[src/rtl/dmem_pkg.sv]
// dmem_pkg: shared types and constants for the core data-memory to SRAM bridge.
// Holds the bridge FSM state encoding, the data/byte-enable widths and the
// latency counter width (wide enough for the largest supported read latency).
package dmem_pkg;

  typedef enum logic [1:0] {
    IDLE  = 2'd0,
    ISSUE = 2'd1,
    WAIT  = 2'd2,
    RESP  = 2'd3
  } state_t;

  localparam int WORD_W = 32;
  localparam int BE_W   = 4;

  // Counter must hold MEM_LATENCY-1 for MEM_LATENCY up to 8.
  localparam int CNT_W  = $clog2(8) + 1;

endpackage

[src/rtl/dmem_bridge.sv]
// dmem_bridge: one-at-a-time bridge from the core data-memory port to a word-addressed SRAM.
// Latency: mem_cs one cycle after the request is sampled; store valid 2 cycles after; load valid 1+MEM_LATENCY cycles after.
// Backpressure: core holds request until valid; requests outside IDLE are ignored, never queued.
// Optional: DMEM_RANGE_CHECK_EN adds an err output and suppresses SRAM access for addresses beyond the SRAM depth.
module dmem_bridge
  import dmem_pkg::*;
#(
  parameter int ADDR_W      = 10,
  parameter int MEM_LATENCY = 1
)(
  input  logic              clk,
  input  logic              rst,
  input  logic              request,
  input  logic              we_re,
  input  logic [BE_W-1:0]   mask,
  input  logic [31:0]       address,
  input  logic [WORD_W-1:0] store_data,
  output logic              valid,
  output logic [WORD_W-1:0] load_data,
  output logic              mem_cs,
  output logic              mem_we,
  output logic [BE_W-1:0]   mem_be,
  output logic [ADDR_W-1:0] mem_addr,
  output logic [WORD_W-1:0] mem_wdata,
  input  logic [WORD_W-1:0] mem_rdata
`ifdef DMEM_RANGE_CHECK_EN
  ,
  output logic              err
`endif
);

  state_t            state;
  logic [CNT_W-1:0]  cnt;
  logic              lat_we;
  logic              lat_oor;
  logic              oor_req;
  logic [WORD_W-1:0] load_hold;
  logic [WORD_W-1:0] resp_word;

  // Byte offset is meaningless to a word SRAM: the core has already lane-aligned the data.
  logic unused_addr_lsb;
  assign unused_addr_lsb = ^address[1:0];

`ifdef DMEM_RANGE_CHECK_EN
  assign oor_req = |address[31:ADDR_W+2];
`else
  // Upper address bits are dropped so accesses wrap modulo the SRAM depth.
  logic unused_addr_msb;
  assign unused_addr_msb = ^address[31:ADDR_W+2];
  assign oor_req = 1'b0;
`endif

  // Out-of-range loads return zero instead of whatever the SRAM bus carries.
  assign resp_word = lat_oor ? '0 : mem_rdata;

  // SRAM read data is only valid during the response cycle, so it is forwarded
  // there and kept in load_hold afterwards until the next load response.
  always_comb begin
    load_data = load_hold;
    if (state == RESP && !lat_we) load_data = resp_word;
  end

  // Transaction FSM: latch request, pulse the SRAM access, wait out read latency, pulse valid.
  always_ff @(posedge clk or posedge rst) begin
    if (rst) begin
      state     <= IDLE;
      cnt       <= '0;
      lat_we    <= 1'b0;
      lat_oor   <= 1'b0;
      load_hold <= '0;
      valid     <= 1'b0;
      mem_cs    <= 1'b0;
      mem_we    <= 1'b0;
      mem_be    <= '0;
      mem_addr  <= '0;
      mem_wdata <= '0;
`ifdef DMEM_RANGE_CHECK_EN
      err       <= 1'b0;
`endif
    end else begin
      // Pulsed outputs default low; the SRAM bus is zero whenever mem_cs is low.
      valid     <= 1'b0;
      mem_cs    <= 1'b0;
      mem_we    <= 1'b0;
      mem_be    <= '0;
      mem_addr  <= '0;
      mem_wdata <= '0;
`ifdef DMEM_RANGE_CHECK_EN
      err       <= 1'b0;
`endif
      case (state)
        IDLE: begin
          if (request) begin
            lat_we  <= we_re;
            lat_oor <= oor_req;
            if (!oor_req) begin
              mem_cs    <= 1'b1;
              mem_we    <= we_re;
              mem_be    <= mask;
              mem_addr  <= address[ADDR_W+1:2];
              mem_wdata <= store_data;
            end
            state <= ISSUE;
          end
        end
        ISSUE: begin
          if (lat_we || lat_oor || MEM_LATENCY == 1) begin
            valid <= 1'b1;
`ifdef DMEM_RANGE_CHECK_EN
            err   <= lat_oor;
`endif
            state <= RESP;
          end else begin
            cnt   <= CNT_W'(MEM_LATENCY - 1);
            state <= WAIT;
          end
        end
        WAIT: begin
          if (cnt == CNT_W'(1)) begin
            cnt   <= '0;
            valid <= 1'b1;
            state <= RESP;
          end else begin
            cnt <= cnt - 1'b1;
          end
        end
        RESP: begin
          if (!lat_we) load_hold <= resp_word;
          state <= IDLE;
        end
        default: state <= IDLE;
      endcase
    end
  end

endmodule

[config.mk]
export PLATFORM = sky130hd
export DESIGN_NAME = dmem_bridge
export DESIGN_NICKNAME = d
export VERILOG_FILES = /design/src/rtl/dmem_pkg.sv /design/src/rtl/dmem_bridge.sv
export SDC_FILE = /design/constraint.sdc
export NUM_CORES = 1
export LEC_CHECK = 0
export ABC_AREA = 1
export CORE_MARGIN = 1.5
export CORE_UTILIZATION = 29
export CTS_CLUSTER_DIAMETER = 200
export DETAILED_ROUTE_END_ITERATION = 8
export PLACE_DENSITY = 0.66
export SETUP_SLACK_MARGIN = 0.15
export SYNTH_ARGS = -nofsm -noshare
export SYNTH_HDL_FRONTEND = slang
export SYNTH_SLANG_ARGS = --single-unit
export TNS_END_PERCENT = 20
[constraint.sdc]
create_clock -name clk -period 4.6 [get_ports clk]
set_input_delay 0.69 -clock clk [delete_from_list [all_inputs] [get_ports clk]]
set_output_delay 0.69 -clock clk [all_outputs]
set_load 0.01 [all_outputs]
==> metrics.md, run 1 <==
| Metric | Value |
|---|---|
| Status | `finished clean` |
| Post-DRT Antenna Nets | `0` |
| Synthesized instance count | `337` |
| Post-CTS setup repair buffer count | `0` |
| Maximum fanout along the worst path | `between 40 and 50` |
| Initial antenna violation count | `0` |
| DRT Pass-1 Iters | `4` |
| Clock sink total | `88` |
| Adder-cell share of the synthesized area | `0.02192` |
| N_diodes | `0` |
| WS Path Type | `reg -> out` |
| Yosys warning count | `0` |
| Largest family of logic cells by synthesized area | `buffers and inverters` |
| Count leader, synth | `inv_1` |
| Site Rows | `39` |
| Total GRT Usage | `0.1288` |
| Worst setup SP type | `flop` |
| Multi-input gate area | `between 700 and 800 sq um` |
| Post-synth EDFFs | `0` |
| Top-area cell type share of the netlist area | `0.6430` |
| Die Area | `approximately 12000 sq um` |
| Die Y | `approximately 110 microns` |
| Placed Cells | `between 600 and 700` |
| Final Skew | `just over 7 ps` |
| Fin crit period | `approximately 3600 ps` |
| # setup viols final | `0` |
| Fmax | `0.2747 GHz` |
| Hold Buf Count CTS | `0` |
| PostCTS Resize Cnt | `0` |
| Die Wd | `approximately 110 microns` |
| H-tree depth | `3` |
| GPL Wtd Cong | `approximately 0.73` |
| Fin Setup TNS | `0 ps` |
| Port Buffers | `between 150 and 200` |
| Largest net degree at the start of global routing | `52` |
| Synth cell types | `15` |
| Vias/cell | `about 4` |
| Fin nets | `610` |
| Synth async-reset ratio | `1.000` |
| Register area | `2202 sq um` |
| Post-Synth Simple-Gate Area | `0.1151` |
| Crit path launch | `state[0]$_DFFE_PP0P_` |
| 1st-iter DRT viols | `92` |
| Synth Area in XOR/XNOR | `0.002558` |
| Avg WL per Cell | `between 10 and 15 microns` |
| I/O pin cnt | `185` |
| Top FF cell, synth | `dfrtp_1` |
| Synthesized cell area | `3425 sq um` |
| Max Cap Viol | `0` |
| GRT overflow | `0` |
| Post-synthesis compound-gate area fraction | `0.08988` |
| Clk_lat worst skew | `about 320 ps` |
| Clock buffer count from CTS | `9` |
| Core Region | `approximately 11000 sq um` |
| Clock buffer depth | `2` |
| Relative slew slack | `0.3258` |
| Vias in the first global route | `~2700` |
| First-pass GRT wire length | `between 10000 and 15000 microns` |
| Crit path arrival time | `approximately 3000 ps` |
| Mux contribution to synthesized area | `0` |
| Synth top cells by count | `inv_1, dfrtp_1, nor2_1` |
| Clk root buf | `clkbuf_16` |
| Worst vdd ir | `between 0.2 and 0.25 mV` |
| Fin cells | `648` |
| Endpoints failing hold | `0` |
| Post-Route WL | `7546 microns` |
| Dpl hpwl | `5521 microns` |
| Hold Path Origin | `load_hold[7]$_DFFE_PP0P_` |
| Sequential-to-total area share from yosys stat | `0.6430` |
| Synth top area cells | `dfrtp_1, inv_1, o21ai_2` |
| CTS tree | `yes` |
| Layout cells sized above 1 | `0.1050` |
| Fill count | `approximately 1000` |
| Crit. End Element | `output pin` |
| Fin crit share | `0.7915` |
| Leakage power | `around 2.8 nW` |
| Synth Area per Inst | `10.16 sq um` |
| Final Max Slew Viols | `0` |
| FF-to-FF Start | `state[0]$_DFFE_PP0P_` |
| Starting Density | `0.2986` |
| # DRC | `0` |
| WP data required | `about 4000 ps` |
| Clock-pin slew on the worst setup and hold paths | `roughly 70 ps` |
| Slew at the pin with the worst max-slew slack | `between 1000 and 1500 ps` |
| Cell taking the most area after synthesis | `dfrtp_1` |
| Synth-to-Final Area Change | `59.15%` |
| Via count | `approximately 2600` |
| Syn_nets | `between 400 and 500` |
| Pwr/cell area | `between 500 and 600 nW/um^2` |
| Setup repair after global routing missed its margin | `false` |
| Yosys reg bits | `88` |
| Min-delay worst type | `reg -> reg` |
==> report_power, final <==
part	leakage (nW)	switching [mW]	internal, mW
registers	1.15	0.0761	1.00
clock network	0.153	0.300	0.439
logic	1.48	0.648	0.681
total	2.78	1.02	2.12
==> critical path: stages, from the launching register on <==
cell,delay (ps)
dfrtp_1,410
ha_1,200
inv_1,60
or2_2,760
buf_4,410
nand2_1,100
o21ai_2,80
clkdlybuf4s50_1,560
==> state kept, by name, summed over array words and instances, names as in the netlist <==
name / flops
cnt: 4
lat_we: 1
load_hold: 32
mem_addr: 10
mem_be: 4
mem_cs: 1
mem_wdata: 32
mem_we: 1
state: 2
valid: 1
==> logic make-up after synthesis <==
kind of cell    count (synthesis)
simple gates                  103
buf+inv                       102
fa+ha+maj                       6
xor+xnor                        1
compound gates                 37
flops                          88
==> per-stage QoR <==
step / utilization / setup WS, ps / instance area (sq um) / hold WS, ps / power, mW
2_1_floorplan: - / 1631 / 3425 / 445.5 / 1.806
3_3_place_gp: 0.4487 / 1287 / 5145 / 450.4 / 2.415
3_5_place_dp: 0.4487 / 1267 / 5145 / 458.0 / 2.449
4_1_cts: 0.4753 / 896.3 / 5450 / 473.3 / 3.213
5_1_grt: 0.4753 / 716.7 / 5450 / 485.2 / 3.372
6_report: 0.4753 / 959.3 / 5450 / 468.3 / 3.146
==> path summary, 6_finish.rpt <==
path / endpoint / slack, ps / cells past startpoint
setup / recovery: load_data[1] / 960 / 7
hold / removal: load_hold[7]$_DFFE_PP0P_ / 470 / 2
setup reg to reg: load_hold[1]$_DFFE_PP0P_ / 2450 / 6
hold reg to reg: load_hold[7]$_DFFE_PP0P_ / 470 / 2
max in group asynchronous: mem_wdata[13]$_DFF_PP0_ / 2780 / 3
min in group asynchronous: mem_be[0]$_DFF_PP0_ / 830 / 2
==> cell type report <==
class / instances / share of cell area
clock buffer: 10 / 0.04385
clock inverter: 6 / 0.01217
inverter: 90 / 0.06221
multi-input combinational: 147 / 0.1446
sequential: 88 / 0.4040
tap: 143 / 0.03283
timing repair buffer: 164 / 0.3003
==> layer usage <==
metal / GRT usage / part of all wire
met1: 0.1500 / 0.42
met2: 0.2138 / 0.48
met3: 0.05171 / 0.096
met4: 0.04810 / 0.012
met5: 0 / 0
==> placed cells by master (no fill, tap or decap) <==
cell,n
nand2_1,46
bufinv_16,1
clkinv_4,1
ha_1,6
dfrtp_1,88
inv_6,2
a21oi_1,1
o21ai_0,3
nand2_2,1
inv_1,89
nor2_1,51
or2_2,1
buf_4,2
clkbuf_16,9
clkbuf_8,1
clkdlybuf4s50_1,162
xnor2_1,1
clkinv_2,3
nand3_1,4
a21boi_0,1
o21ai_2,32
No activity file was read; power rests on OpenSTA's default activity.
==> run 2: changes to the inputs <==
- clock period: 4.6 -> 3.6 ns (I/O delays scaled with it)
==> run 2 against run 1 <==
- utilization up 0.49 points
- worst setup slack worse by 150 ps
- sequential power up 28%
- critical path depth is the same
- clock skew shrank 2.4 ps
- cell area up 1.0%
==> metrics.md, run 2 (synthesis results as in run 1) <==
| Metric | Value |
|---|---|
| # setup viols final | `0 (unchanged)` |
| Final Max Slew Viols | `0 (unchanged)` |
| Clk root buf | `clkbuf_16 (unchanged)` |
| R2R depth | `4 (was 6)` |
| Die Y | `111.7 microns (unchanged)` |
| Synth-to-Final Area Change | `60.80% (was 59.15%)` |
| Endpoints failing hold | `0 (unchanged)` |
| PostCTS Resize Cnt | `0 (unchanged)` |
| Hold Buf Count CTS | `0 (unchanged)` |
| Die Wd | `111.7 microns (unchanged)` |
| Avg WL per Cell | `12.02 microns (was 11.65 microns)` |
| Starting Density | `0.2986 (unchanged)` |
| Initial antenna violation count | `0 (unchanged)` |
| Clock-pin slew on the worst setup and hold paths | `60 ps (was 70 ps)` |
| Slew at the pin with the worst max-slew slack | `975.2 ps (was 1011 ps)` |
| FF-to-FF End | `lat_we$_DFFE_PP0P_ (was load_hold[1]$_DFFE_PP0P_)` |
| Crit path to | `load_data[31] (was load_data[1])` |
| Most common cell after layout, fill and taps aside | `clkdlybuf4s50_1 (unchanged)` |
| Die Area | `12470 sq um (unchanged)` |
| Max Cap Viol | `0 (unchanged)` |
| Worst setup SP type | `flop (unchanged)` |
| Status | `finished clean (unchanged)` |
| Min-delay worst type | `reg -> reg (unchanged)` |
| Setup repair after global routing missed its margin | `false (unchanged)` |
| Fin crit period | `about 2800 ps` |
| Post-DRT Antenna Nets | `0 (unchanged)` |
| # DRC | `0 (unchanged)` |
| Core Region | `11470 sq um (unchanged)` |
| CTS tree | `yes (unchanged)` |
| GRT overflow | `0 (unchanged)` |
| Post-Route WL | `7788 microns (was 7546 microns)` |
| Total power | `4.155 mW (was 3.146 mW)` |
| Worst vdd ir | `0.4528 mV (was 0.2366 mV)` |
| Clk_lat worst skew | `330 ps (was 320 ps)` |
| Fmax | `between 0.3 and 0.4 GHz` |
| Crit path arrival time | `2250 ps (was 2950 ps)` |
| Via count | `2587 (was 2566)` |
| Layout cells sized above 1 | `0.1010 (was 0.1050)` |
| DRT Pass-1 Iters | `4 (unchanged)` |
| Clock buffer count from CTS | `9 (unchanged)` |
| Final Skew | `4.877 ps (was 7.259 ps)` |
| 1st-iter DRT viols | `134 (was 92)` |
| Port Buffers | `162 (unchanged)` |
| Largest net degree at the start of global routing | `65 (was 52)` |
| Worst Hold Depth | `2 (unchanged)` |
| Vias/cell | `3.992 (was 3.960)` |
| Clock buffer depth | `2 (unchanged)` |
| Fill count | `1073 (was 1041)` |
| GPL Wtd Cong | `0.7742 (was 0.7338)` |
| Relative slew slack | `0.3476 (was 0.3258)` |
| H-tree depth | `3 (unchanged)` |
| Vias in the first global route | `2672 (was 2686)` |
| Multi-input gate area | `788.3 sq um (unchanged)` |
| Post-CTS setup repair buffer count | `0 (unchanged)` |
| Maximum fanout along the worst path | `64 (was 45)` |
| Fin nets | `610 (unchanged)` |
| Total GRT Usage | `0.1300 (was 0.1288)` |
| Final core utilization | `0.4802 (was 0.4753)` |
| N_diodes | `0 (unchanged)` |
| WP data required | `3060 ps (was 3910 ps)` |
| Most frequent cells in the layout | `clkdlybuf4s50_1, inv_1, dfrtp_1 (unchanged)` |
| Clock sink total | `88 (unchanged)` |
| Top Registers | `load_hold (32), mem_wdata (32), mem_addr (10) (unchanged)` |
| WS Path Type | `reg -> out (unchanged)` |
| Pwr/cell area | `754.6 nW/um^2 (was 577.2 nW/um^2)` |
| Fin Setup TNS | `0 ps (unchanged)` |
| I/O pin cnt | `185 (unchanged)` |
| Crit. End Element | `output pin (unchanged)` |
| Fin crit share | `0.7753` |
| Site Rows | `39 (unchanged)` |
| FF-to-FF Start | `state[0]$_DFFE_PP0P_ (unchanged)` |
| Dpl hpwl | `5537 microns (was 5521 microns)` |
| Register area | `2202 sq um (unchanged)` |
| Leakage power | `2.806 nW (was 2.785 nW)` |
| First-pass GRT wire length | `12910 microns (was 12880 microns)` |
| Reg2Reg Setup Slack | `1850 ps (was 2450 ps)` |
| Crit path launch | `state[0]$_DFFE_PP0P_ (unchanged)` |
[run 2: cell types whose count changed in the layout (fill, tap and decap cells not counted)]
cell,before,now
buf_12,0,2
clkinv_2,3,2
clkbuf_8,1,0
buf_4,2,0
clkinv_4,1,0
inv_6,2,1
clkbuf_1,0,2
bufinv_16,1,3
[run 2: area by class of cell]
class,instances,share of cell area
Timing Repair Buffer,164,0.3017
Inverter,90,0.06158
Multi-Input combinational cell,147,0.1431
Sequential cell,88,0.3999
Tap cell,143,0.03249
Clock buffer,11,0.04226
Clock inverter,5,0.01886
[run 2: power breakdown]
part / total, mW / internal [mW] / leakage (nW) / switching, mW
combinational: 1.73 / 0.887 / 1.49 / 0.841
clock: 1.05 / 0.680 / 0.164 / 0.369
sequential: 1.38 / 1.28 / 1.15 / 0.0974
total: 4.16 / 2.85 / 2.81 / 1.31
[run 2: worst max-delay path: stages (launching register included)]
cell	delay [ps]
dfrtp_1	410
ha_1	210
inv_1	70
or2_2	130
buf_12	300
nand2_1	120
o21ai_2	90
clkdlybuf4s50_1	570
[run 2: how the worst min path moves through the flow]
stage | end | startpoint
after CTS | load_hold[10]$_DFFE_PP0P_ | load_hold[10]$_DFFE_PP0P_
after global placement | load_hold[10]$_DFFE_PP0P_ | load_hold[10]$_DFFE_PP0P_
after detailed placement | load_hold[2]$_DFFE_PP0P_ | load_hold[2]$_DFFE_PP0P_
after global routing | load_hold[11]$_DFFE_PP0P_ | load_hold[11]$_DFFE_PP0P_
after floorplan | lat_we$_DFFE_PP0P_ | lat_we$_DFFE_PP0P_
final | load_hold[10]$_DFFE_PP0P_ | load_hold[10]$_DFFE_PP0P_
[run 2: stage by stage]
stage | cell area (sq um) | instances | setup slack (ps) | hold WS (ps)
global placement | 5170 | 632 | 1178 | 449.3
detailed placement | 5170 | 632 | 1138 | 457.3
floorplan | 3425 | 337 | 781.4 | 445.5
finish | 5507 | 648 | 808.8 | 466.1
global route | 5507 | 648 | 664.3 | 482.9
CTS | 5507 | 648 | 765.4 | 471.0
[run 2: routing by layer]
layer  wire [microns]  GRT usage  up-vias  part of all wire
li1                 -          -     1290                 -
met1             3087     0.1477     1176              0.40
met2             3709     0.2118      107              0.48
met3              826    0.06260       14              0.11
met4              165    0.04979        0             0.021
met5                0          0        -                 0
==> run 3: changes to the inputs <==
- clock period: 3.6 -> 2.8 ns (I/O delays scaled with it)
==> run 3 against run 2 <==
- sequential power up 28%
- utilization grew 1.1 points
- sequential share of layout area fell by 0.91 points
- non-clock buffer count grew 7
- worst setup slack got worse by 650 ps
- first-iteration DRC count decreased by 30%
- power rose by 34%
- clock power increased by 39%
- routed wire length barely moved
- critical endpoint is now load_data[11]
- largest cell class unchanged
==> metrics.md, run 3 (synthesis results as in run 1) <==
| Metric | Value |
|---|---|
| CP max stage cell | `clkdlybuf4s50_1 (unchanged)` |
| Clock buffer count from CTS | `9 (unchanged)` |
| Min-delay worst type | `reg -> reg (unchanged)` |
| Layout cells sized above 1 | `0.1152 (was 0.1010)` |
| Port Buffers | `162 (unchanged)` |
| Maximum fanout along the worst path | `18 (was 64)` |
| Clock buffer depth | `2 (unchanged)` |
| Placed Instance Area | `5200 sq um (was 5170 sq um)` |
| Starting Density | `0.2986 (unchanged)` |
| Most frequent cells in the layout | `clkdlybuf4s50_1, inv_1, dfrtp_1 (unchanged)` |
| WP data required | `2380 ps (was 3060 ps)` |
| Fin crit share | `0.9415` |
| Most common cell after layout, fill and taps aside | `clkdlybuf4s50_1 (unchanged)` |
| # DRC | `0 (unchanged)` |
| Final Max Slew Viols | `0 (unchanged)` |
| Slowest stage delay, CP | `550 ps (was 570 ps)` |
| Worst vdd ir | `0.5885 mV (was 0.4528 mV)` |
| Post-DRT Antenna Nets | `0 (unchanged)` |
| Fill count | `1066 (was 1073)` |
| N_diodes | `0 (unchanged)` |
| Crit. End Element | `output pin (unchanged)` |
| Slew at the pin with the worst max-slew slack | `471.2 ps (was 975.2 ps)` |
| Endpoints failing hold | `0 (unchanged)` |
| Die Area | `12470 sq um (unchanged)` |
| H-tree depth | `3 (unchanged)` |
| # setup viols final | `0 (unchanged)` |
| I/O pin cnt | `185 (unchanged)` |
| Via count | `2621 (was 2587)` |
| Initial antenna violation count | `0 (unchanged)` |
| Clock-pin slew on the worst setup and hold paths | `60 ps (about the same)` |
| Multi-input gate area | `790.8 sq um (was 788.3 sq um)` |
| Fin Setup TNS | `0 ps (unchanged)` |
| Setup repair after global routing missed its margin | `true (was false)` |
| Final core utilization | `0.4914 (was 0.4802)` |
| Clk root buf | `clkbuf_16 (unchanged)` |
| Leakage power | `2.895 nW (was 2.806 nW)` |
| Core Region | `11470 sq um (unchanged)` |
| Layout Cell Area excl Fill | `5635 sq um (was 5507 sq um)` |
| Total GRT Usage | `0.1288 (was 0.1300)` |
| Relative slew slack | `0.6859 (was 0.3476)` |
| Die Y | `111.7 microns (unchanged)` |
| Status | `finished clean (unchanged)` |
| Fin nets | `617 (was 610)` |
| Vias in the first global route | `2600 (was 2672)` |
| Die Wd | `111.7 microns (unchanged)` |
| Dpl hpwl | `5499 microns (was 5537 microns)` |
| Max Cap Viol | `0 (unchanged)` |
| Fin crit period | `between 2000 and 3000 ps` |
| WS Path Type | `reg -> out (unchanged)` |
| Critical path buffers and inverters | `3 (unchanged)` |
| Crit path arrival time | `2220 ps (was 2250 ps)` |
| Site Rows | `39 (unchanged)` |
| Fmax | `0.3793 GHz` |
| Clk_lat worst skew | `340 ps (was 330 ps)` |
| Clock sink total | `88 (unchanged)` |
| Vias/cell | `4.002 (was 3.992)` |
| Top Registers | `load_hold (32), mem_wdata (32), mem_addr (10) (unchanged)` |
| Worst setup SP type | `flop (unchanged)` |
| DRT Pass-1 Iters | `4 (unchanged)` |
| Largest net degree at the start of global routing | `89 (was 65)` |
| Critical Path, Cell by Cell | `ha_1 -> inv_1 -> or2_4 -> clkbuf_16 -> o21ai_2 -> clkdlybuf4s50_1 (was ha_1 -> inv_1 -> or2_2 -> buf_12 -> nand2_1 -> o21ai_2 -> clkdlybuf4s50_1)` |
| Post-Route WL | `7790 microns (was 7788 microns)` |
| Avg WL per Cell | `11.89 microns (was 12.02 microns)` |
| First-pass GRT wire length | `12480 microns (was 12910 microns)` |
| Total power | `5.575 mW (was 4.155 mW)` |
| Synth-to-Final Area Change | `64.56% (was 60.80%)` |
| Pwr/cell area | `989.3 nW/um^2 (was 754.6 nW/um^2)` |
| Final Skew | `4.144 ps (was 4.877 ps)` |
| GRT overflow | `0 (unchanged)` |
| CTS tree | `yes (unchanged)` |
| Register area | `2202 sq um (unchanged)` |
| GPL Wtd Cong | `0.7541 (was 0.7742)` |
| CP top delay family | `buffers and inverters (unchanged)` |
| 1st-iter DRT viols | `94 (was 134)` |
## run 3: routing by layer
layer / vias up / global-route usage / routed length (microns)
li1: 1310 / - / -
met5: - / 0 / 0
met3: 16 / 0.07403 / 846
met4: 0 / 0.05401 / 167
met1: 1187 / 0.1492 / 3171
met2: 108 / 0.1955 / 3606
## run 3: worst register-to-register path: stages, from the launching register on
cell	delay, ps
dfrtp_1	400
inv_1	80
ha_1	210
nand2_2	110
buf_4	400
nor2_1	140
## run 3: cell type report
type                       count  share of cell area
clock buffer                  11             0.04307
inverter                      90             0.06061
sequential                    88              0.3908
timing repair buffer         171              0.3108
tap                          143             0.03175
clock inverter                 5             0.02265
multi-input combinational    147              0.1403
## run 3: power by group
part	switching, mW	total (mW)	internal [mW]	leakage (nW)
Sequential	0.124	1.77	1.65	1.15
Combinational	1.11	2.34	1.23	1.57
Clock	0.477	1.46	0.986	0.176
Total	1.71	5.58	3.86	2.90
## run 3: path summary, 6_finish.rpt
kind                                                start                         to  slack [ps]  cells after the start
worst min register to register  load_hold[17]$_DFFE_PP0P_  load_hold[17]$_DFFE_PP0P_         470                      2
min in group asynchronous                             rst    mem_wdata[30]$_DFF_PP0_         570                      3
worst min-delay path            load_hold[17]$_DFFE_PP0P_  load_hold[17]$_DFFE_PP0P_         470                      2
worst max-delay path                 state[1]$_DFFE_PP0P_              load_data[11]         160                      6
worst max register to register       state[1]$_DFFE_PP0P_     mem_wdata[0]$_DFF_PP0_        1320                      5
max in group asynchronous                             rst    mem_wdata[27]$_DFF_PP0_        1880                      3
## run 3: repair_timing
item / in CTS / in global routing
hold endpoints to repair: 0 / 0
gates cloned: 0 / 1
gates resized for setup: 1 / 3
endpoints found under the setup margin: 28 / 28
hold buffers: 0 / 0
pin swaps: 0 / 1
buffers inserted: 0 / 4
## run 3: through the flow
step	worst slack, ps	hold WS, ps	std cells
2_1_floorplan	1176	445.5	337
3_3_place_gp	401.8	450.8	634
3_5_place_dp	371.5	457.7	634
4_1_cts	92.11	471.5	650
5_1_grt	55.34	484.2	655
6_report	163.7	466.5	655
